### config.mk
export PLATFORM = sky130hd
export DESIGN_NAME = tms_status_uart_tx_flat
export DESIGN_NICKNAME = d
export VERILOG_FILES = /design/src/rtl/tms_status_uart_tx_if.sv /design/src/rtl/tms_status_uart_tx.sv /design/src/flat_wrapper.sv
export SDC_FILE = /design/constraint.sdc
export NUM_CORES = 1
export LEC_CHECK = 0
export BUFFER_PORTS_ARGS = -buffer_cell sky130_fd_sc_hd__buf_2
export CAP_MARGIN = 20
export CORE_ASPECT_RATIO = 0.8
export CORE_MARGIN = 5
export CORE_UTILIZATION = 50
export CTS_CLUSTER_SIZE = 16
export DETAILED_ROUTE_END_ITERATION = 10
export GPL_TIMING_DRIVEN = 0
export PLACE_DENSITY = 0.68
export SLEW_MARGIN = 40
export SYNTH_ARGS = -nofsm -noshare
export SYNTH_HDL_FRONTEND = slang
export SYNTH_SLANG_ARGS = --single-unit
### constraint.sdc
create_clock -name wb_clk_i -period 2.79 [get_ports wb_clk_i]
set_input_delay 0.279 -clock wb_clk_i [delete_from_list [all_inputs] [get_ports wb_clk_i]]
set_output_delay 0.279 -clock wb_clk_i [all_outputs]
set_load 0.02 [all_outputs]
### src/rtl/tms_status_uart_tx_if.sv
// rtl/tms_status_uart_tx_if.sv - stage/error strobes in, GPIO status and UART line out
interface tms_status_uart_tx_if;
    logic       stage_wr;
    logic [7:0] stage_in;
    logic       err_set;
    logic [7:0] test_stage;
    logic       error_flag;
    logic       uart_tx;
    logic       busy;
    logic       overflow;

    // Sequencer side: issues strobes, observes status.
    modport master (
        output stage_wr,
        output stage_in,
        output err_set,
        input  test_stage,
        input  error_flag,
        input  uart_tx,
        input  busy,
        input  overflow
    );

    // Reporter side.
    modport slave (
        input  stage_wr,
        input  stage_in,
        input  err_set,
        output test_stage,
        output error_flag,
        output uart_tx,
        output busy,
        output overflow
    );
endinterface

### src/rtl/tms_status_uart_tx.sv
// rtl/tms_status_uart_tx.sv - self-test stage/error latch with 8N1 UART stage reporter
module tms_status_uart_tx #(
    parameter int CLKS_PER_BIT = 16,
    parameter int FIFO_DEPTH   = 4
) (
    input  logic                  wb_clk_i,
    input  logic                  wb_rst_i,
    tms_status_uart_tx_if.slave   bus
);

    localparam int          AW        = $clog2(FIFO_DEPTH);
    localparam logic [15:0] BAUD_LAST = 16'(CLKS_PER_BIT - 1);
    localparam logic [AW:0] PTR_ONE   = {{AW{1'b0}}, 1'b1};

    typedef enum logic [1:0] {
        IDLE  = 2'd0,
        START = 2'd1,
        DATA  = 2'd2,
        STOP  = 2'd3
    } state_t;

    state_t      state;
    logic [15:0] baud_cnt;
    logic [2:0]  bit_idx;
    logic [7:0]  shift_reg;
    logic        uart_tx_r;
    logic        busy_r;

    logic [7:0]  test_stage_r;
    logic        error_flag_r;
    logic        overflow_r;

    logic [7:0]  fifo_mem [FIFO_DEPTH];
    logic [AW:0] wr_ptr;
    logic [AW:0] rd_ptr;
    logic [AW:0] wr_ptr_nxt;
    logic [AW:0] rd_ptr_nxt;

    logic fifo_empty;
    logic fifo_full;
    logic pop;
    logic push;
    logic drop;
    logic nonempty_nxt;

    // Full when the pointers address the same slot but sit on different laps.
    assign fifo_empty = (wr_ptr == rd_ptr);
    assign fifo_full  = (wr_ptr[AW] != rd_ptr[AW]) &&
                        (wr_ptr[AW-1:0] == rd_ptr[AW-1:0]);

    // A pop in the same cycle frees the slot, so a write to a full queue is
    // only dropped when the transmitter is not taking a byte.
    assign pop  = (state == IDLE) && !fifo_empty;
    assign push = bus.stage_wr && (!fifo_full || pop);
    assign drop = bus.stage_wr && fifo_full && !pop;

    assign wr_ptr_nxt   = push ? (wr_ptr + PTR_ONE) : wr_ptr;
    assign rd_ptr_nxt   = pop  ? (rd_ptr + PTR_ONE) : rd_ptr;
    assign nonempty_nxt = (wr_ptr_nxt != rd_ptr_nxt);

    // Byte storage; contents are don't-care until written, so no reset.
    always_ff @(posedge wb_clk_i) begin
        if (push) begin
            fifo_mem[wr_ptr[AW-1:0]] <= bus.stage_in;
        end
    end

    // Queue pointers and the GPIO-facing status registers.
    always_ff @(posedge wb_clk_i or posedge wb_rst_i) begin
        if (wb_rst_i) begin
            wr_ptr       <= '0;
            rd_ptr       <= '0;
            test_stage_r <= 8'h00;
            error_flag_r <= 1'b0;
            overflow_r   <= 1'b0;
        end else begin
            wr_ptr <= wr_ptr_nxt;
            rd_ptr <= rd_ptr_nxt;
            if (bus.stage_wr) begin
                test_stage_r <= bus.stage_in;
            end
            if (bus.err_set) begin
                error_flag_r <= 1'b1;
            end
            if (drop) begin
                overflow_r <= 1'b1;
            end
        end
    end

    // Transmit FSM: the line level and busy are computed for the state being
    // entered, so both outputs come straight from flops.
    always_ff @(posedge wb_clk_i or posedge wb_rst_i) begin
        if (wb_rst_i) begin
            state     <= IDLE;
            baud_cnt  <= 16'd0;
            bit_idx   <= 3'd0;
            shift_reg <= 8'h00;
            uart_tx_r <= 1'b1;
            busy_r    <= 1'b0;
        end else begin
            case (state)
                IDLE: begin
                    uart_tx_r <= 1'b1;
                    if (pop) begin
                        shift_reg <= fifo_mem[rd_ptr[AW-1:0]];
                        baud_cnt  <= 16'd0;
                        state     <= START;
                        uart_tx_r <= 1'b0;
                        busy_r    <= 1'b1;
                    end else begin
                        busy_r <= nonempty_nxt;
                    end
                end
                START: begin
                    busy_r <= 1'b1;
                    if (baud_cnt == BAUD_LAST) begin
                        baud_cnt  <= 16'd0;
                        bit_idx   <= 3'd0;
                        state     <= DATA;
                        uart_tx_r <= shift_reg[0];
                    end else begin
                        baud_cnt <= baud_cnt + 16'd1;
                    end
                end
                DATA: begin
                    busy_r <= 1'b1;
                    if (baud_cnt == BAUD_LAST) begin
                        baud_cnt  <= 16'd0;
                        shift_reg <= {1'b0, shift_reg[7:1]};
                        if (bit_idx == 3'd7) begin
                            state     <= STOP;
                            uart_tx_r <= 1'b1;
                        end else begin
                            bit_idx   <= bit_idx + 3'd1;
                            uart_tx_r <= shift_reg[1];
                        end
                    end else begin
                        baud_cnt <= baud_cnt + 16'd1;
                    end
                end
                STOP: begin
                    uart_tx_r <= 1'b1;
                    if (baud_cnt == BAUD_LAST) begin
                        baud_cnt <= 16'd0;
                        state    <= IDLE;
                        busy_r   <= nonempty_nxt;
                    end else begin
                        baud_cnt <= baud_cnt + 16'd1;
                        busy_r   <= 1'b1;
                    end
                end
                default: begin
                    state     <= IDLE;
                    uart_tx_r <= 1'b1;
                    busy_r    <= nonempty_nxt;
                end
            endcase
        end
    end

    assign bus.test_stage = test_stage_r;
    assign bus.error_flag = error_flag_r;
    assign bus.overflow   = overflow_r;
    assign bus.uart_tx    = uart_tx_r;
    assign bus.busy       = busy_r;

endmodule

### src/flat_wrapper.sv
// flat-port wrapper written by rule: the top's interface ports become plain ports
module tms_status_uart_tx_flat 
#(
    parameter int CLKS_PER_BIT = 16,
    parameter int FIFO_DEPTH   = 4
)
  (wb_clk_i, wb_rst_i, bus_stage_wr, bus_stage_in, bus_err_set, bus_test_stage, bus_error_flag, bus_uart_tx, bus_busy, bus_overflow);
  tms_status_uart_tx_if bus_i ();
  input  logic wb_clk_i;
  input  logic wb_rst_i;
  input wire logic [$bits(bus_i.stage_wr)-1:0] bus_stage_wr;
  input wire logic [$bits(bus_i.stage_in)-1:0] bus_stage_in;
  input wire logic [$bits(bus_i.err_set)-1:0] bus_err_set;
  output wire logic [$bits(bus_i.test_stage)-1:0] bus_test_stage;
  output wire logic [$bits(bus_i.error_flag)-1:0] bus_error_flag;
  output wire logic [$bits(bus_i.uart_tx)-1:0] bus_uart_tx;
  output wire logic [$bits(bus_i.busy)-1:0] bus_busy;
  output wire logic [$bits(bus_i.overflow)-1:0] bus_overflow;
  assign bus_i.stage_wr = bus_stage_wr;
  assign bus_i.stage_in = bus_stage_in;
  assign bus_i.err_set = bus_err_set;
  assign bus_test_stage = bus_i.test_stage;
  assign bus_error_flag = bus_i.error_flag;
  assign bus_uart_tx = bus_i.uart_tx;
  assign bus_busy = bus_i.busy;
  assign bus_overflow = bus_i.overflow;
  tms_status_uart_tx #(.CLKS_PER_BIT(CLKS_PER_BIT), .FIFO_DEPTH(FIFO_DEPTH)) u_core (.wb_clk_i(wb_clk_i), .wb_rst_i(wb_rst_i), .bus(bus_i));
endmodule
# Word-level counts from Yosys, hierarchy flattened

Memories as Yosys holds them, arrays and structs flattened.
Cells that the tools add are included.

$add $sub $neg: 4
$mul: 0
Div/mod/pow operators: 0
Order comparisons: 0
Equal/unequal tests: 15
Shifts and indexed selects: 0
Multiplexer cells: 28
Bitwise logic cells: 0
Reductions and logical operators: 18

Operators with widths:

| kind                                                                    | number |
|---|---|
| 16-bit 2-to-1 mux                                                       | 2 |
| 16-bit one-hot mux with 2 select lines                                  | 1 |
| 16-bit by 1-bit adder with 16-bit output, second input constant         | 1 |
| 16-bit by 4-bit == test with 1-bit output, second input constant        | 1 |
| 8-bit 2-to-1 mux                                                        | 2 |
| 8-bit one-hot mux with 2 select lines                                   | 1 |
| 3-bit 2-to-1 mux                                                        | 5 |
| 2-bit 2-to-1 mux                                                        | 5 |
| 2-bit by 1-bit inequality test with 1-bit output, second input constant | 5 |
| 3-bit by 1-bit adder with 3-bit output, second input constant           | 3 |
| 1-bit 2-to-1 mux                                                        | 8 |
| 2-bit one-hot mux with 4 select lines                                   | 1 |
| 3-bit one-hot mux with 2 select lines                                   | 1 |
| 1-bit logical AND                                                       | 5 |
| 5-bit AND reduction                                                     | 1 |
| 2-bit == test, second input constant                                    | 2 |
| 1-bit one-hot mux with 4 select lines                                   | 1 |
| 4-bit AND reduction                                                     | 1 |
| 2-bit nonzero test                                                      | 2 |
| 3-bit == test                                                           | 1 |
| 3-bit == test, second input constant                                    | 1 |
| 1-bit zero test                                                         | 3 |
| 3-bit inequality test                                                   | 1 |
| 1-bit one-hot mux with 3 select lines                                   | 1 |
| other kinds (10)                                                        | 10 |

Bits in registers: 47
Bits in latches: 0
Memory bits (writable): 32
Memory bits (read-only): 0
Bits of input ports: 12
Output and inout bits: 12
Word-level logic and storage cells: 77
Memories kept: 1

Memories:

| memory          | words | width | read ports | clocked after memory_dff | wr ports | line                     | text |
|---|---|---|---|---|---|---|---|
| u_core.fifo_mem | 4     | 8     | 1          | 0                        | 1        | tms_status_uart_tx.sv:33 | `logic [7:0] fifo_mem [FIFO_DEPTH];` |

# Logic depth before layout (Yosys ltp)

Gate-level depths: netlist of run 1.

Depth after elaboration: 9
Depth in mapped cells: 8
Gate-level depth less buffers: 6

# Worst setup path after synthesis of run 1

OpenSTA, ideal clock, no wires.

Path kind: register to register
From: reg u_core.state[0]
To: reg u_core.busy_r, in the netlist u_core.bus.busy
Library setup time: 0.129 ns
Data arrival time: 1.960 ns
Required time: 2.661 ns
Path slack: 0.701 ns
Stages on the path, launching flop included: 7
Path buffers: 0
Clock period less this slack: 2.089 ns
Path through: dfrtp_1 -> inv_1 -> ha_1 -> o41a_4 -> mux2_4 -> xor2_1 -> o41a_1

Longest elaborated chain between the ends: 8
Elaborated cells on any way between the ends: 14
Those cells by class: eq/ne: 4; mux: 5; reduce/logical: 5

Ends and longest elaborated chain:

| element                                    | line                                                 | text |
|---|---|---|
| from (decl)                                | tms_status_uart_tx.sv:22                             | `state_t state;` |
| from (signal assigned)                     | tms_status_uart_tx.sv:95                             | `state <= IDLE;` |
| from (signal assigned)                     | tms_status_uart_tx.sv:108                            | `state <= START;` |
| from (signal assigned)                     | tms_status_uart_tx.sv:120                            | `state <= DATA;` |
| 2-bit zero test (*)                        | tms_status_uart_tx.sv:53                             | `assign pop = (state == IDLE) && !fifo_empty;` |
| 1-bit logical AND (*)                      | tms_status_uart_tx.sv:53                             |  |
| 1-bit logical OR (*)                       | tms_status_uart_tx.sv:54                             | `assign push = bus.stage_wr && (!fifo_full \|\| pop);` |
| 1-bit logical AND (*)                      | tms_status_uart_tx.sv:54                             |  |
| 3-bit 2-to-1 mux (*)                       | tms_status_uart_tx.sv:57                             | `assign wr_ptr_nxt = push ? (wr_ptr + PTR_ONE) : wr_ptr;` |
| via u_core.wr_ptr_nxt[1]                   | tms_status_uart_tx.sv:36                             | `logic [AW:0] wr_ptr_nxt;` |
| 3-bit inequality test (*)                  | tms_status_uart_tx.sv:59                             | `assign nonempty_nxt = (wr_ptr_nxt != rd_ptr_nxt);` |
| 1-bit 2-to-1 mux, on equally long branches | tms_status_uart_tx.sv:144, tms_status_uart_tx.sv:105 |  |
| 1-bit one-hot mux with 3 select lines (*)  | tms_status_uart_tx.sv:102                            | `case (state)` |
| to (signal assigned)                       | tms_status_uart_tx.sv:112                            | `busy_r <= nonempty_nxt;` |
| to (signal assigned)                       | tms_status_uart_tx.sv:147                            | `busy_r <= nonempty_nxt;` |
| to (signal assigned)                       | tms_status_uart_tx.sv:156                            | `busy_r <= nonempty_nxt;` |
| to (decl)                                  | tms_status_uart_tx.sv:27                             | `logic busy_r;` |

The timed path passes the listed nets; every way through them passes the cells marked *.
A chain may end at the register's enable or synchronous reset.

# Worst setup path in the final report of run 1

From: reg u_core.baud_cnt[8]
To: reg u_core.busy_r, in the netlist u_core.bus.busy

Longest elaborated chain between the ends: 3

Ends and longest elaborated chain:

| element                                   | line                      | text |
|---|---|---|
| from (decl)                               | tms_status_uart_tx.sv:23  | `logic [15:0] baud_cnt;` |
| from (signal assigned)                    | tms_status_uart_tx.sv:123 | `baud_cnt <= baud_cnt + 16'd1;` |
| from (signal assigned)                    | tms_status_uart_tx.sv:139 | `baud_cnt <= baud_cnt + 16'd1;` |
| from (signal assigned)                    | tms_status_uart_tx.sv:149 | `baud_cnt <= baud_cnt + 16'd1;` |
| 16-bit by 4-bit == test with 1-bit output | tms_status_uart_tx.sv:144 | `if (baud_cnt == BAUD_LAST) begin` |
| 1-bit 2-to-1 mux                          | tms_status_uart_tx.sv:144 |  |
| 1-bit one-hot mux with 3 select lines     | tms_status_uart_tx.sv:102 |  |

Every way passes these cells.

==> impl_metrics.prom, run 1 <==
# TYPE chip_impl_metric gauge
chip_impl_metric{name="synth.ff_latch_count",unit=""} 79
chip_impl_info{name="setup_repair_after_global_routing_missed_its_margin",value="no"} 1
chip_impl_metric{name="timing.final.crit_period",unit="ns"} 2.38
chip_impl_metric{name="die_y",unit="um"} 88.2
chip_impl_metric{name="power.density",unit="nW/um2"} 662
chip_impl_metric{name="drtIter0Drc",unit=""} 103
chip_impl_metric{name="boundaryPins",unit=""} 24
chip_impl_metric{name="syn_nets",unit=""} 309
chip_impl_metric{name="cts_buffer_count",unit=""} 9
chip_impl_metric{name="clock_insertion_delay_worst_skew",unit="ns"} 0.35
chip_impl_metric{name="skew",unit="ns"} 0.0116
chip_impl_metric{name="r2r_cells",unit=""} 5
chip_impl_metric{name="finalWirelength",unit="um"} 6760
chip_impl_metric{name="total_design_power",unit="W"} 0.00287
chip_impl_info{name="post-synth-top-area-cell",value="dfrtp_1"} 1
chip_impl_metric{name="leakage",unit="nW"} 1.73
chip_impl_metric{name="worstHoldPathCells",unit=""} 2
chip_impl_metric{name="clock_tree.buffer_depth",unit=""} 2
chip_impl_metric{name="antenna_cells_inserted",unit=""} 0
chip_impl_metric{name="area_growth_syn_to_layout",unit="%"} 13.4
chip_impl_metric{name="placementRows",unit=""} 28
chip_impl_metric{name="ir_worst_vdd",unit="mV"} 0.502
chip_impl_metric{name="clock_tree.htree_level_count",unit=""} 3
chip_impl_metric{name="placeableCoreArea",unit="um2"} 7430
chip_impl_metric{name="initial_antenna_violation_count",unit=""} 0
chip_impl_metric{name="largest_stage_delay_worst_path",unit="ns"} 0.56
chip_impl_info{name="critPathKind",value="reg2reg"} 1
chip_impl_metric{name="worst-r2r-setup-slack",unit="ns"} 0.41
chip_impl_metric{name="postRouteAntennaNets",unit=""} 0
chip_impl_info{name="synthTopCellsByArea",value="dfrtp_1, edfxtp_1, mux2_2"} 1
chip_impl_metric{name="filler_cell_count",unit=""} 637
chip_impl_metric{name="initial_core_util",unit="%"} 51.5
chip_impl_metric{name="drive_gt1_share",unit="%"} 28.2
chip_impl_metric{name="seq_area_frac_synth",unit="%"} 55.9
chip_impl_metric{name="post-synth-top-area-fraction",unit="%"} 30.1
chip_impl_metric{name="numPlacedInstances",unit=""} 414
chip_impl_metric{name="synthesis.yosys.warnings",unit=""} 0
chip_impl_metric{name="drc",unit=""} 0
chip_impl_metric{name="worst_hold_margin",unit="ns"} 0.106
chip_impl_metric{name="num-nets-final",unit=""} 345
chip_impl_info{name="regToRegStartpoint",value="u_core.baud_cnt[8]"} 1
chip_impl_info{name="root_buffer",value="clkbuf_8"} 1
chip_impl_metric{name="multi_input_area",unit="um2"} 1590
chip_impl_metric{name="path_max_fanout",unit=""} 8
chip_impl_info{name="crit_slowest_cell",value="a2111oi_0"} 1
chip_impl_metric{name="hold_viol",unit=""} 0
chip_impl_metric{name="detail_route.first_pass.iterations",unit=""} 4
chip_impl_metric{name="floorplan_die_area",unit="um2"} 9500
chip_impl_info{name="r2r-end",value="u_core.bus.busy"} 1
chip_impl_metric{name="vias",unit=""} 2310
chip_impl_metric{name="first_global_vias",unit=""} 2294
chip_impl_metric{name="die_width",unit="um"} 108
chip_impl_metric{name="timing.fmax",unit="MHz"} 420
chip_impl_metric{name="tightest_slew",unit="ns"} 0.659
chip_impl_metric{name="cts_setup_buffers",unit=""} 0
chip_impl_metric{name="synthesized_instance_count",unit=""} 285
chip_impl_info{name="worst_hold_startpoint",value="bus_err_set"} 1
chip_impl_metric{name="worst-endpoint-required",unit="ns"} 3.03
chip_impl_metric{name="cts_resized",unit=""} 0
chip_impl_info{name="cts_tree",value="yes"} 1
chip_impl_metric{name="place.detailed.hpwl",unit="um"} 4700
chip_impl_metric{name="cp.arrival",unit="ns"} 2.62
chip_impl_metric{name="grt_max_degree",unit=""} 36
chip_impl_info{name="cp_top_family",value="compound AO/OA/AOI/OAI gates"} 1
chip_impl_metric{name="storage_cell_area",unit="um2"} 2140
chip_impl_metric{name="largest_reg_flops",unit=""} 32
chip_impl_metric{name="maxCapViolations",unit=""} 0
chip_impl_metric{name="cp.buffers_inverters",unit=""} 0
chip_impl_metric{name="global_route.overflow_total",unit=""} 0
chip_impl_info{name="critical_path_cell_by_cell",value="nor4_2, nand4_1, a2111oi_0, a21oi_1, o41a_1"} 1
chip_impl_metric{name="io_buffer_count",unit=""} 23
chip_impl_metric{name="wire_length_of_the_first_global_routing_pass",unit="um"} 11800
chip_impl_info{name="synth_ff_type",value="dfrtp_1"} 1
chip_impl_metric{name="synth_enable_flop_cells",unit=""} 32
chip_impl_info{name="yosysMostFrequentCell",value="dfrtp_1"} 1
chip_impl_info{name="worstHoldEndpoint",value="u_core.bus.error_flag"} 1
chip_impl_metric{name="cts_hold_repair.buffers",unit=""} 1
chip_impl_metric{name="finalSetupViolations",unit=""} 0
chip_impl_metric{name="syn-cell-area",unit="um2"} 3820
chip_impl_metric{name="asr_flop_ratio_synth",unit="%"} 59.5
chip_impl_metric{name="final_cells",unit=""} 431
chip_impl_metric{name="vias_per_cell",unit=""} 5.36
chip_impl_metric{name="clock_sinks",unit=""} 79
chip_impl_info{name="worstSetupEndpointType",value="flop"} 1
chip_impl_metric{name="gpl_congestion",unit=""} 0.806
chip_impl_info{name="synthTopCellsByCount",value="dfrtp_1, edfxtp_1, mux2_2"} 1
chip_impl_metric{name="tns",unit="ns"} 0
chip_impl_metric{name="worst_setup_hold_path_clk_slew",unit="ns"} 0.09
chip_impl_info{name="min-delay-path-class",value="in2reg"} 1
chip_impl_metric{name="timing.final.max_slew_violations",unit=""} 0
chip_impl_info{name="run_status",value="finished, final reports clean"} 1
chip_impl_metric{name="grt_use_total",unit="%"} 16.2
chip_impl_metric{name="avgRoutedWirePerCell",unit="um"} 15.7
chip_impl_info{name="timing.critical_path.from_type",value="flop"} 1
chip_impl_metric{name="maxSlewHeadroom",unit="%"} 55.7
chip_impl_metric{name="synth_cell_types",unit=""} 51
chip_impl_metric{name="final.period_utilization",unit="%"} 85.3
chip_impl_metric{name="syn-mean-instance-area",unit="um2"} 13.4
[logic make-up after synthesis]
family | Yosys count | synth area share, %
compound gates | 51 | 8.97
xor+xnor | 13 | 3.67
fa+ha+maj | 12 | 3.93
buf+inv | 18 | 2.45
flops | 79 | 55.9
mux | 39 | 14.7
simple gates | 73 | 10.3
[layout by cell type, fill, tap and decap left out, types with 6 or more instances in the layout]
master,n
dfrtp_1,46
edfxtp_1,32
mux2_2,29
o21ai_0,27
nand2_1,24
buf_2,24
nor2_1,13
ha_1,12
clkbuf_8,10
mux4_1,8
inv_1,7
nand3_1,7
xor2_1,7
a22o_1,6
[routing by layer]
metal / track usage [%] / wire (um)
met5: 0 / 0
met4: 4.47 / 44
met3: 4.79 / 243
met2: 22.1 / 2850
met1: 25.0 / 3630
[how the worst max path moves through the flow]
stage	from	endpoint	slack (ns)	cells after the start
final	u_core.baud_cnt[8]	u_core.bus.busy	0.41	5
after global placement	u_core.rd_ptr[0]	u_core.bus.busy	0.44	6
after detailed placement	u_core.baud_cnt[8]	u_core.bus.busy	0.42	5
after floorplan	u_core.state[0]	u_core.bus.busy	0.70	6
after global routing	u_core.baud_cnt[0]	u_core.bus.busy	0.17	6
after CTS	u_core.baud_cnt[0]	u_core.bus.busy	0.39	6
[per-stage QoR]
| stage | instance area [um2] | utilization, % | setup slack (ns) |
|---|---|---|---|
| after floorplan | 3820 | - | 0.701 |
| after global placement | 4070 | 54.8 | 0.445 |
| after detailed placement | 4090 | 55.1 | 0.423 |
| after CTS | 4330 | 58.4 | 0.395 |
| after global routing | 4330 | 58.4 | 0.170 |
| final | 4330 | 58.4 | 0.409 |
[layout make-up]
type                       instances  area share, %
clock buffer                       9           2.86
buffer                            10           1.47
tap                              105           3.03
timing repair buffer              25           3.35
clock inverter                     7           2.51
multi-input combinational        188           36.7
sequential                        79           49.3
inverter                           8          0.751
[worst reg2reg max path: cells and delay by family (launching register included)]
| family | cells | cell delay, ns |
|---|---|---|
| AO/OA/AOI/OAI | 3 | 1.08 |
| AND/OR/NAND/NOR | 2 | 0.75 |
| flip-flops | 1 | 0.45 |
[report_power, final]
| part | switching [W] | internal (W) | leakage (nW) |
|---|---|---|---|
| clock network | 0.000462 | 0.000524 | 0.118 |
| registers | 0.0000642 | 0.00135 | 0.878 |
| logic | 0.000274 | 0.000192 | 0.731 |
| total | 0.000801 | 0.00207 | 1.73 |
Power figures use the tool's default switching activity.
==> inputs of run 2 (changes only) <==
--- a/config.mk
+++ b/config.mk
@@ -7,13 +7,15 @@
 export LEC_CHECK = 0
 export BUFFER_PORTS_ARGS = -buffer_cell sky130_fd_sc_hd__buf_2
 export CAP_MARGIN = 20
+export CELL_PAD_IN_SITES_DETAIL_PLACEMENT = 0
+export CELL_PAD_IN_SITES_GLOBAL_PLACEMENT = 1
 export CORE_ASPECT_RATIO = 0.8
 export CORE_MARGIN = 5
 export CORE_UTILIZATION = 50
 export CTS_CLUSTER_SIZE = 16
 export DETAILED_ROUTE_END_ITERATION = 10
 export GPL_TIMING_DRIVEN = 0
-export PLACE_DENSITY = 0.68
+export PLACE_DENSITY_LB_ADDON = 0.1
 export SLEW_MARGIN = 40
 export SYNTH_ARGS = -nofsm -noshare
 export SYNTH_HDL_FRONTEND = slang
==> impl_metrics.prom, run 2 (synthesis gave the netlist of run 1 again) <==
# TYPE chip_impl_metric gauge
chip_impl_metric{name="first_global_vias",unit=""} 2375
chip_impl_metric{name="wire_length_of_the_first_global_routing_pass",unit="um"} 12600
chip_impl_metric{name="antenna_cells_inserted",unit=""} 0
chip_impl_metric{name="placementRows",unit=""} 28
chip_impl_metric{name="vias_per_cell",unit=""} 5.48
chip_impl_metric{name="vias",unit=""} 2360
chip_impl_metric{name="timing.fmax",unit="MHz"} 417
chip_impl_metric{name="hold_viol",unit=""} 0
chip_impl_info{name="worst_hold_startpoint",value="bus_err_set"} 1
chip_impl_metric{name="numPlacedInstances",unit=""} 414
chip_impl_metric{name="grt_use_total",unit="%"} 17.5
chip_impl_metric{name="power.density",unit="nW/um2"} 656
chip_impl_metric{name="cp.arrival",unit="ns"} 2.63
chip_impl_metric{name="detail_route.first_pass.iterations",unit=""} 4
chip_impl_metric{name="boundaryPins",unit=""} 24
chip_impl_metric{name="timing.final.crit_period",unit="ns"} 2.40
chip_impl_metric{name="drive_gt1_share",unit="%"} 27.9
chip_impl_metric{name="final_design_utilization",unit="%"} 58.2
chip_impl_info{name="r2r-end",value="u_core.bus.busy"} 1
chip_impl_metric{name="ir_worst_vdd",unit="mV"} 0.480
chip_impl_metric{name="postRouteAntennaNets",unit=""} 0
chip_impl_metric{name="clock_tree.buffer_depth",unit=""} 2
chip_impl_metric{name="cts_setup_buffers",unit=""} 0
chip_impl_metric{name="initial_antenna_violation_count",unit=""} 0
chip_impl_metric{name="finalWirelength",unit="um"} 7330
chip_impl_info{name="layout_commonest_cell",value="dfrtp_1"} 1
chip_impl_metric{name="final.period_utilization",unit="%"} 85.9
chip_impl_info{name="regToRegStartpoint",value="u_core.baud_cnt[8]"} 1
chip_impl_metric{name="place.detailed.hpwl",unit="um"} 5080
chip_impl_metric{name="drtIter0Drc",unit=""} 93
chip_impl_metric{name="area_growth_syn_to_layout",unit="%"} 13.1
chip_impl_metric{name="path_max_fanout",unit=""} 8
chip_impl_info{name="most-common-layout-cells",value="dfrtp_1, edfxtp_1, mux2_2"} 1
chip_impl_info{name="timing.critical_path.from_type",value="flop"} 1
chip_impl_metric{name="worst_setup_hold_path_clk_slew",unit="ns"} 0.08
chip_impl_info{name="worstSetupEndpointType",value="flop"} 1
chip_impl_info{name="root_buffer",value="clkbuf_8"} 1
chip_impl_info{name="critPathLaunch",value="u_core.baud_cnt[8]"} 1
chip_impl_info{name="critical_path.endpoint",value="u_core.bus.busy"} 1
chip_impl_metric{name="maxSlewHeadroom",unit="%"} 46.7
chip_impl_metric{name="maxCapViolations",unit=""} 0
chip_impl_metric{name="global_route.overflow_total",unit=""} 0
chip_impl_metric{name="worst-r2r-setup-slack",unit="ns"} 0.39
chip_impl_metric{name="die_width",unit="um"} 108
chip_impl_metric{name="num-nets-final",unit=""} 345
chip_impl_metric{name="placeableCoreArea",unit="um2"} 7430
chip_impl_metric{name="die_y",unit="um"} 88.2
chip_impl_info{name="min-delay-path-class",value="in2reg"} 1
chip_impl_metric{name="timing.final.max_slew_violations",unit=""} 0
chip_impl_metric{name="grt_max_degree",unit=""} 28
chip_impl_metric{name="io_buffer_count",unit=""} 23
chip_impl_metric{name="worst-endpoint-required",unit="ns"} 3.02
chip_impl_metric{name="initial_core_util",unit="%"} 51.5
chip_impl_info{name="setup_repair_after_global_routing_missed_its_margin",value="no"} 1
chip_impl_metric{name="leakage",unit="nW"} 1.71
chip_impl_info{name="run_status",value="finished, final reports clean"} 1
chip_impl_metric{name="skew",unit="ns"} 0.00758
chip_impl_metric{name="largest_reg_flops",unit=""} 32
chip_impl_info{name="critPathKind",value="reg2reg"} 1
chip_impl_metric{name="clock_insertion_delay_worst_skew",unit="ns"} 0.35
chip_impl_metric{name="avgRoutedWirePerCell",unit="um"} 17.0
chip_impl_info{name="cts_tree",value="yes"} 1
chip_impl_metric{name="cts_buffer_count",unit=""} 9
chip_impl_metric{name="gpl_congestion",unit=""} 0.766
chip_impl_metric{name="clock_sinks",unit=""} 79
chip_impl_metric{name="tightest_slew",unit="ns"} 0.792
chip_impl_metric{name="final_cells",unit=""} 431
chip_impl_metric{name="drc",unit=""} 0
chip_impl_metric{name="finalSetupViolations",unit=""} 0
chip_impl_metric{name="clock_tree.htree_level_count",unit=""} 3
chip_impl_metric{name="floorplan_die_area",unit="um2"} 9500
chip_impl_metric{name="tns",unit="ns"} 0
chip_impl_metric{name="r2r_cells",unit=""} 5
run 2: repair_timing:
| item | 4_1_cts | 5_1_grt |
|---|---|---|
| hold buffers | 1 | 0 |
| gates resized for setup | 0 | 0 |
| endpoints found under the setup margin | 0 | 0 |
| endpoints found under the hold margin | 19 | 0 |
run 2: critical path, cell delays in order (launching register included):
cell and delay (ns):
dfrtp_1 0.46, nor4_2 0.39, nand4_1 0.36, a2111oi_0 0.54, a21oi_1 0.07, o41a_1 0.44
run 2: report_power, final:
part | total (W) | switching (W) | leakage (nW) | internal, W
Sequential | 0.00142 | 0.0000633 | 0.878 | 0.00135
Combinational | 0.000476 | 0.000284 | 0.731 | 0.000193
Clock | 0.000945 | 0.000434 | 0.104 | 0.000510
Total | 0.00284 | 0.000781 | 1.71 | 0.00205
run 2: layer usage:
layer	track usage (%)	share of wire (%)	vias to the layer above
met5	0	0	-
met4	6.19	1.5	0
met3	3.83	2.8	10
met2	24.5	41	36
met1	26.9	54	1178
li1	-	-	1136
run 2: how the worst min path moves through the flow:
stage	to	slack, ns	depth (start not counted)
final	u_core.bus.error_flag	0.11	2
after global routing	u_core.bus.error_flag	0.11	2
after CTS	u_core.bus.error_flag	0.09	2
after detailed placement	u_core.baud_cnt[13]	0.26	2
after global placement	u_core.bus.error_flag	0.45	1
after floorplan	u_core.fifo_mem[0][0]	0.38	0
run 2: area by class of cell:
type / count / area, um2
Clock buffer: 10 / 128
Buffer: 10 / 63.8
Multi-Input combinational cell: 188 / 1590
Fill cell: 628 / 3110
Sequential cell: 79 / 2140
Inverter: 8 / 32.5
Tap cell: 105 / 131
Clock inverter: 6 / 92.6
Timing Repair Buffer: 25 / 145
run 2: through the flow:
step	hold slack, ns	cell area, um2	setup WS, ns	power (W)
floorplan	0.378	3820	0.701	0.00177
detailed placement	0.257	4090	0.383	0.00192
global route	0.106	4320	0.196	0.00299
finish	0.105	4320	0.394	0.00284
global placement	0.447	4070	0.380	0.00190
CTS	0.0870	4320	0.372	0.00287
==> inputs of run 3 (changes only) <==
--- a/config.mk
+++ b/config.mk
@@ -5,13 +5,14 @@
 export SDC_FILE = /design/constraint.sdc
 export NUM_CORES = 1
 export LEC_CHECK = 0
+export ABC_AREA = 1
 export BUFFER_PORTS_ARGS = -buffer_cell sky130_fd_sc_hd__buf_2
 export CAP_MARGIN = 20
 export CELL_PAD_IN_SITES_DETAIL_PLACEMENT = 0
 export CELL_PAD_IN_SITES_GLOBAL_PLACEMENT = 1
 export CORE_ASPECT_RATIO = 0.8
 export CORE_MARGIN = 5
-export CORE_UTILIZATION = 50
+export CORE_UTILIZATION = 47
 export CTS_CLUSTER_SIZE = 16
 export DETAILED_ROUTE_END_ITERATION = 10
 export GPL_TIMING_DRIVEN = 0
==> impl_metrics.prom, run 3 <==
# TYPE chip_impl_metric gauge
chip_impl_metric{name="io_buffer_count",unit=""} 22
chip_impl_metric{name="initial_core_util",unit="%"} 48.6
chip_impl_info{name="worstSetupEndpointType",value="flop"} 1
chip_impl_metric{name="drive_gt1_share",unit="%"} 21.8
chip_impl_metric{name="timing.final.max_slew_violations",unit=""} 0
chip_impl_metric{name="skew",unit="ns"} 0.0175
chip_impl_metric{name="area_growth_syn_to_layout",unit="%"} 12.5
chip_impl_metric{name="syn-mean-instance-area",unit="um2"} 9.60
chip_impl_info{name="cts_tree",value="yes"} 1
chip_impl_metric{name="synthesized_instance_count",unit=""} 404
chip_impl_info{name="yosysMostFrequentCell",value="nand2_1"} 1
chip_impl_metric{name="seq_area_frac_synth",unit="%"} 55.1
chip_impl_metric{name="vias_per_cell",unit=""} 5.12
chip_impl_metric{name="syn_nets",unit=""} 428
chip_impl_metric{name="die_y",unit="um"} 91.3
chip_impl_metric{name="final.period_utilization",unit="%"} 81.8
chip_impl_metric{name="clock_sinks",unit=""} 79
chip_impl_metric{name="filler_cell_count",unit=""} 753
chip_impl_metric{name="maxCapViolations",unit=""} 0
chip_impl_metric{name="ir_worst_vdd",unit="mV"} 0.485
chip_impl_info{name="setup_repair_after_global_routing_missed_its_margin",value="no"} 1
chip_impl_metric{name="dpl_worst_slack",unit="ns"} 0.403
chip_impl_metric{name="initial_antenna_violation_count",unit=""} 0
chip_impl_metric{name="vias",unit=""} 2827
chip_impl_metric{name="synth_simple_gate_area_share",unit="%"} 21.3
chip_impl_metric{name="wire_length_of_the_first_global_routing_pass",unit="um"} 13900
chip_impl_metric{name="floorplan_die_area",unit="um2"} 10200
chip_impl_metric{name="path_max_fanout",unit=""} 10
chip_impl_metric{name="timing.final.crit_period",unit="ns"} 2.28
chip_impl_metric{name="hold_viol",unit=""} 0
chip_impl_metric{name="asr_flop_ratio_synth",unit="%"} 59.5
chip_impl_metric{name="synth_compound_gate_area_share",unit="%"} 12.2
chip_impl_metric{name="synth_cell_types",unit=""} 43
chip_impl_info{name="critPathKind",value="reg2reg"} 1
chip_impl_metric{name="synth_enable_flop_cells",unit=""} 32
chip_impl_info{name="routed.top_layer",value="met4"} 1
chip_impl_metric{name="finalWirelength",unit="um"} 7930
chip_impl_metric{name="tns",unit="ns"} 0
chip_impl_metric{name="detail_route.first_pass.iterations",unit=""} 5
chip_impl_metric{name="finalSetupViolations",unit=""} 0
chip_impl_info{name="post-synth-top-area-cell",value="dfrtp_1"} 1
chip_impl_metric{name="yosys.area_share.adder",unit="%"} 3.87
chip_impl_metric{name="final_cells",unit=""} 552
chip_impl_metric{name="leakage",unit="nW"} 1.89
chip_impl_info{name="synth_top_family_by_area",value="simple AND/OR/NAND/NOR gates"} 1
chip_impl_metric{name="synthesis.yosys.warnings",unit=""} 0
chip_impl_metric{name="clock_tree.htree_level_count",unit=""} 3
chip_impl_info{name="synth_ff_type",value="dfrtp_1"} 1
chip_impl_metric{name="antenna_cells_inserted",unit=""} 0
chip_impl_metric{name="synth.ff_latch_count",unit=""} 79
chip_impl_metric{name="clock_tree.buffer_depth",unit=""} 2
chip_impl_metric{name="drc",unit=""} 0
chip_impl_metric{name="tightest_slew",unit="ns"} 0.754
chip_impl_metric{name="synth.mux.area_fraction",unit="%"} 0
chip_impl_metric{name="avgRoutedWirePerCell",unit="um"} 14.4
chip_impl_info{name="min-delay-path-class",value="in2reg"} 1
chip_impl_metric{name="global_route.overflow_total",unit=""} 0
chip_impl_metric{name="syn-cell-area",unit="um2"} 3880
chip_impl_info{name="layout_commonest_cell",value="nand2_1"} 1
chip_impl_info{name="most-common-layout-cells",value="nand2_1, dfrtp_1, edfxtp_1"} 1
chip_impl_metric{name="post-synth-top-area-fraction",unit="%"} 29.7
chip_impl_metric{name="detailroute.wirelength.met2",unit="um"} 3550
chip_impl_metric{name="dr_wl_met3",unit="um"} 361
chip_impl_metric{name="worst_setup_hold_path_clk_slew",unit="ns"} 0.10
chip_impl_metric{name="grt_max_degree",unit=""} 35
chip_impl_metric{name="clock_insertion_delay_worst_skew",unit="ns"} 0.36
chip_impl_metric{name="die_width",unit="um"} 112
chip_impl_info{name="run_status",value="finished, final reports clean"} 1
chip_impl_metric{name="cts_resized",unit=""} 0
chip_impl_info{name="timing.critical_path.from_type",value="flop"} 1
chip_impl_metric{name="largest_reg_flops",unit=""} 32
chip_impl_metric{name="xor_and_xnor_area_share_after_synthesis",unit="%"} 1.58
chip_impl_metric{name="first_global_vias",unit=""} 2820
chip_impl_metric{name="placeableCoreArea",unit="um2"} 7980
chip_impl_metric{name="maxSlewHeadroom",unit="%"} 49.6
chip_impl_metric{name="finalWorstSetupSlack",unit="ns"} 0.507
chip_impl_metric{name="wl_met1",unit="um"} 3940
chip_impl_metric{name="timing.fmax",unit="MHz"} 438
chip_impl_metric{name="num-nets-final",unit=""} 463
chip_impl_metric{name="boundaryPins",unit=""} 24
chip_impl_metric{name="postRouteAntennaNets",unit=""} 0
chip_impl_metric{name="power.density",unit="nW/um2"} 627
chip_impl_metric{name="place.detailed.hpwl",unit="um"} 5790
chip_impl_info{name="synthTopCellsByArea",value="dfrtp_1, edfxtp_1, nand2_1"} 1
chip_impl_metric{name="worst-endpoint-required",unit="ns"} 2.78
chip_impl_metric{name="cts_buffer_count",unit=""} 9
chip_impl_metric{name="placementRows",unit=""} 29
chip_impl_metric{name="cp.arrival",unit="ns"} 2.27
chip_impl_metric{name="gpl_congestion",unit=""} 0.754
chip_impl_info{name="root_buffer",value="clkbuf_8"} 1
chip_impl_metric{name="grt_use_total",unit="%"} 17.1
chip_impl_metric{name="numPlacedInstances",unit=""} 535
chip_impl_info{name="synthTopCellsByCount",value="nand2_1, dfrtp_1, edfxtp_1"} 1
chip_impl_metric{name="drtIter0Drc",unit=""} 181
run 3: power breakdown:
group	leakage [nW]	internal (W)	switching, W
sequential	0.880	0.00134	0.0000553
combinational	0.911	0.000150	0.000319
clock	0.103	0.000400	0.000475
run 3: layout make-up:
type                            instances  area, um2  area share, %
Buffer                                 11       70.1           1.61
Clock buffer                           10        149           3.41
Clock inverter                          6       56.3           1.29
Inverter                               43        165           3.78
Multi-Input combinational cell        271       1510           34.6
Sequential cell                        79       2140           49.0
Tap cell                              108        135           3.10
Timing Repair Buffer                   24        140           3.21
run 3: critical path: stages (launching register included):
cell     delay (ns)
dfrtp_1        0.41
inv_1          0.10
ha_1           0.26
buf_4          0.23
nor2_1         0.09
nand2_4        0.13
nand2_8        0.09
nor2_1         0.58
run 3: timing repair:
action	CTS	global route
endpoints found under the hold margin	13	0
setup buffers	0	0
hold buffers	1	0
run 3: per-layer routing:
layer / global-route usage (%) / vias up
met5: 0 / -
met4: 3.65 / 0
met3: 5.32 / 10
met2: 25.9 / 57
met1: 24.5 / 1335
li1: - / 1425
run 3: path summary, 6_finish.rpt:
path                                           from                  endpoint  slack, ns  cells past startpoint
setup reg to reg                    u_core.state[0]     u_core.fifo_mem[2][1]       0.51                      7
setup / recovery                    u_core.state[0]     u_core.fifo_mem[2][1]       0.51                      7
min in group asynchronous                  wb_rst_i     u_core.bus.error_flag       0.37                      3
hold / removal                          bus_err_set     u_core.bus.error_flag        0.1                      2
hold reg to reg            u_core.bus.test_stage[5]  u_core.bus.test_stage[5]       0.47                      2
max in group asynchronous                  wb_rst_i        u_core.bus.uart_tx       1.90                      4
run 3: cell families after synthesis:
family | after synthesis
AO/OA/AOI/OAI | 74
XOR/XNOR | 7
adder cells (fa/ha/maj) | 12
buffers and inverters | 54
flip-flops | 79
AND/OR/NAND/NOR | 178
run 3: metrics by stage:
stage	utilization, %	cell area [um2]	hold WS, ns	total power (W)
finish	54.7	4370	0.0966	0.00274
global route	54.7	4370	0.0663	0.00290
CTS	54.7	4360	0.0836	0.00277
detailed placement	52.0	4150	0.217	0.00189
global placement	51.7	4130	0.447	0.00188
floorplan	-	3880	0.378	0.00176
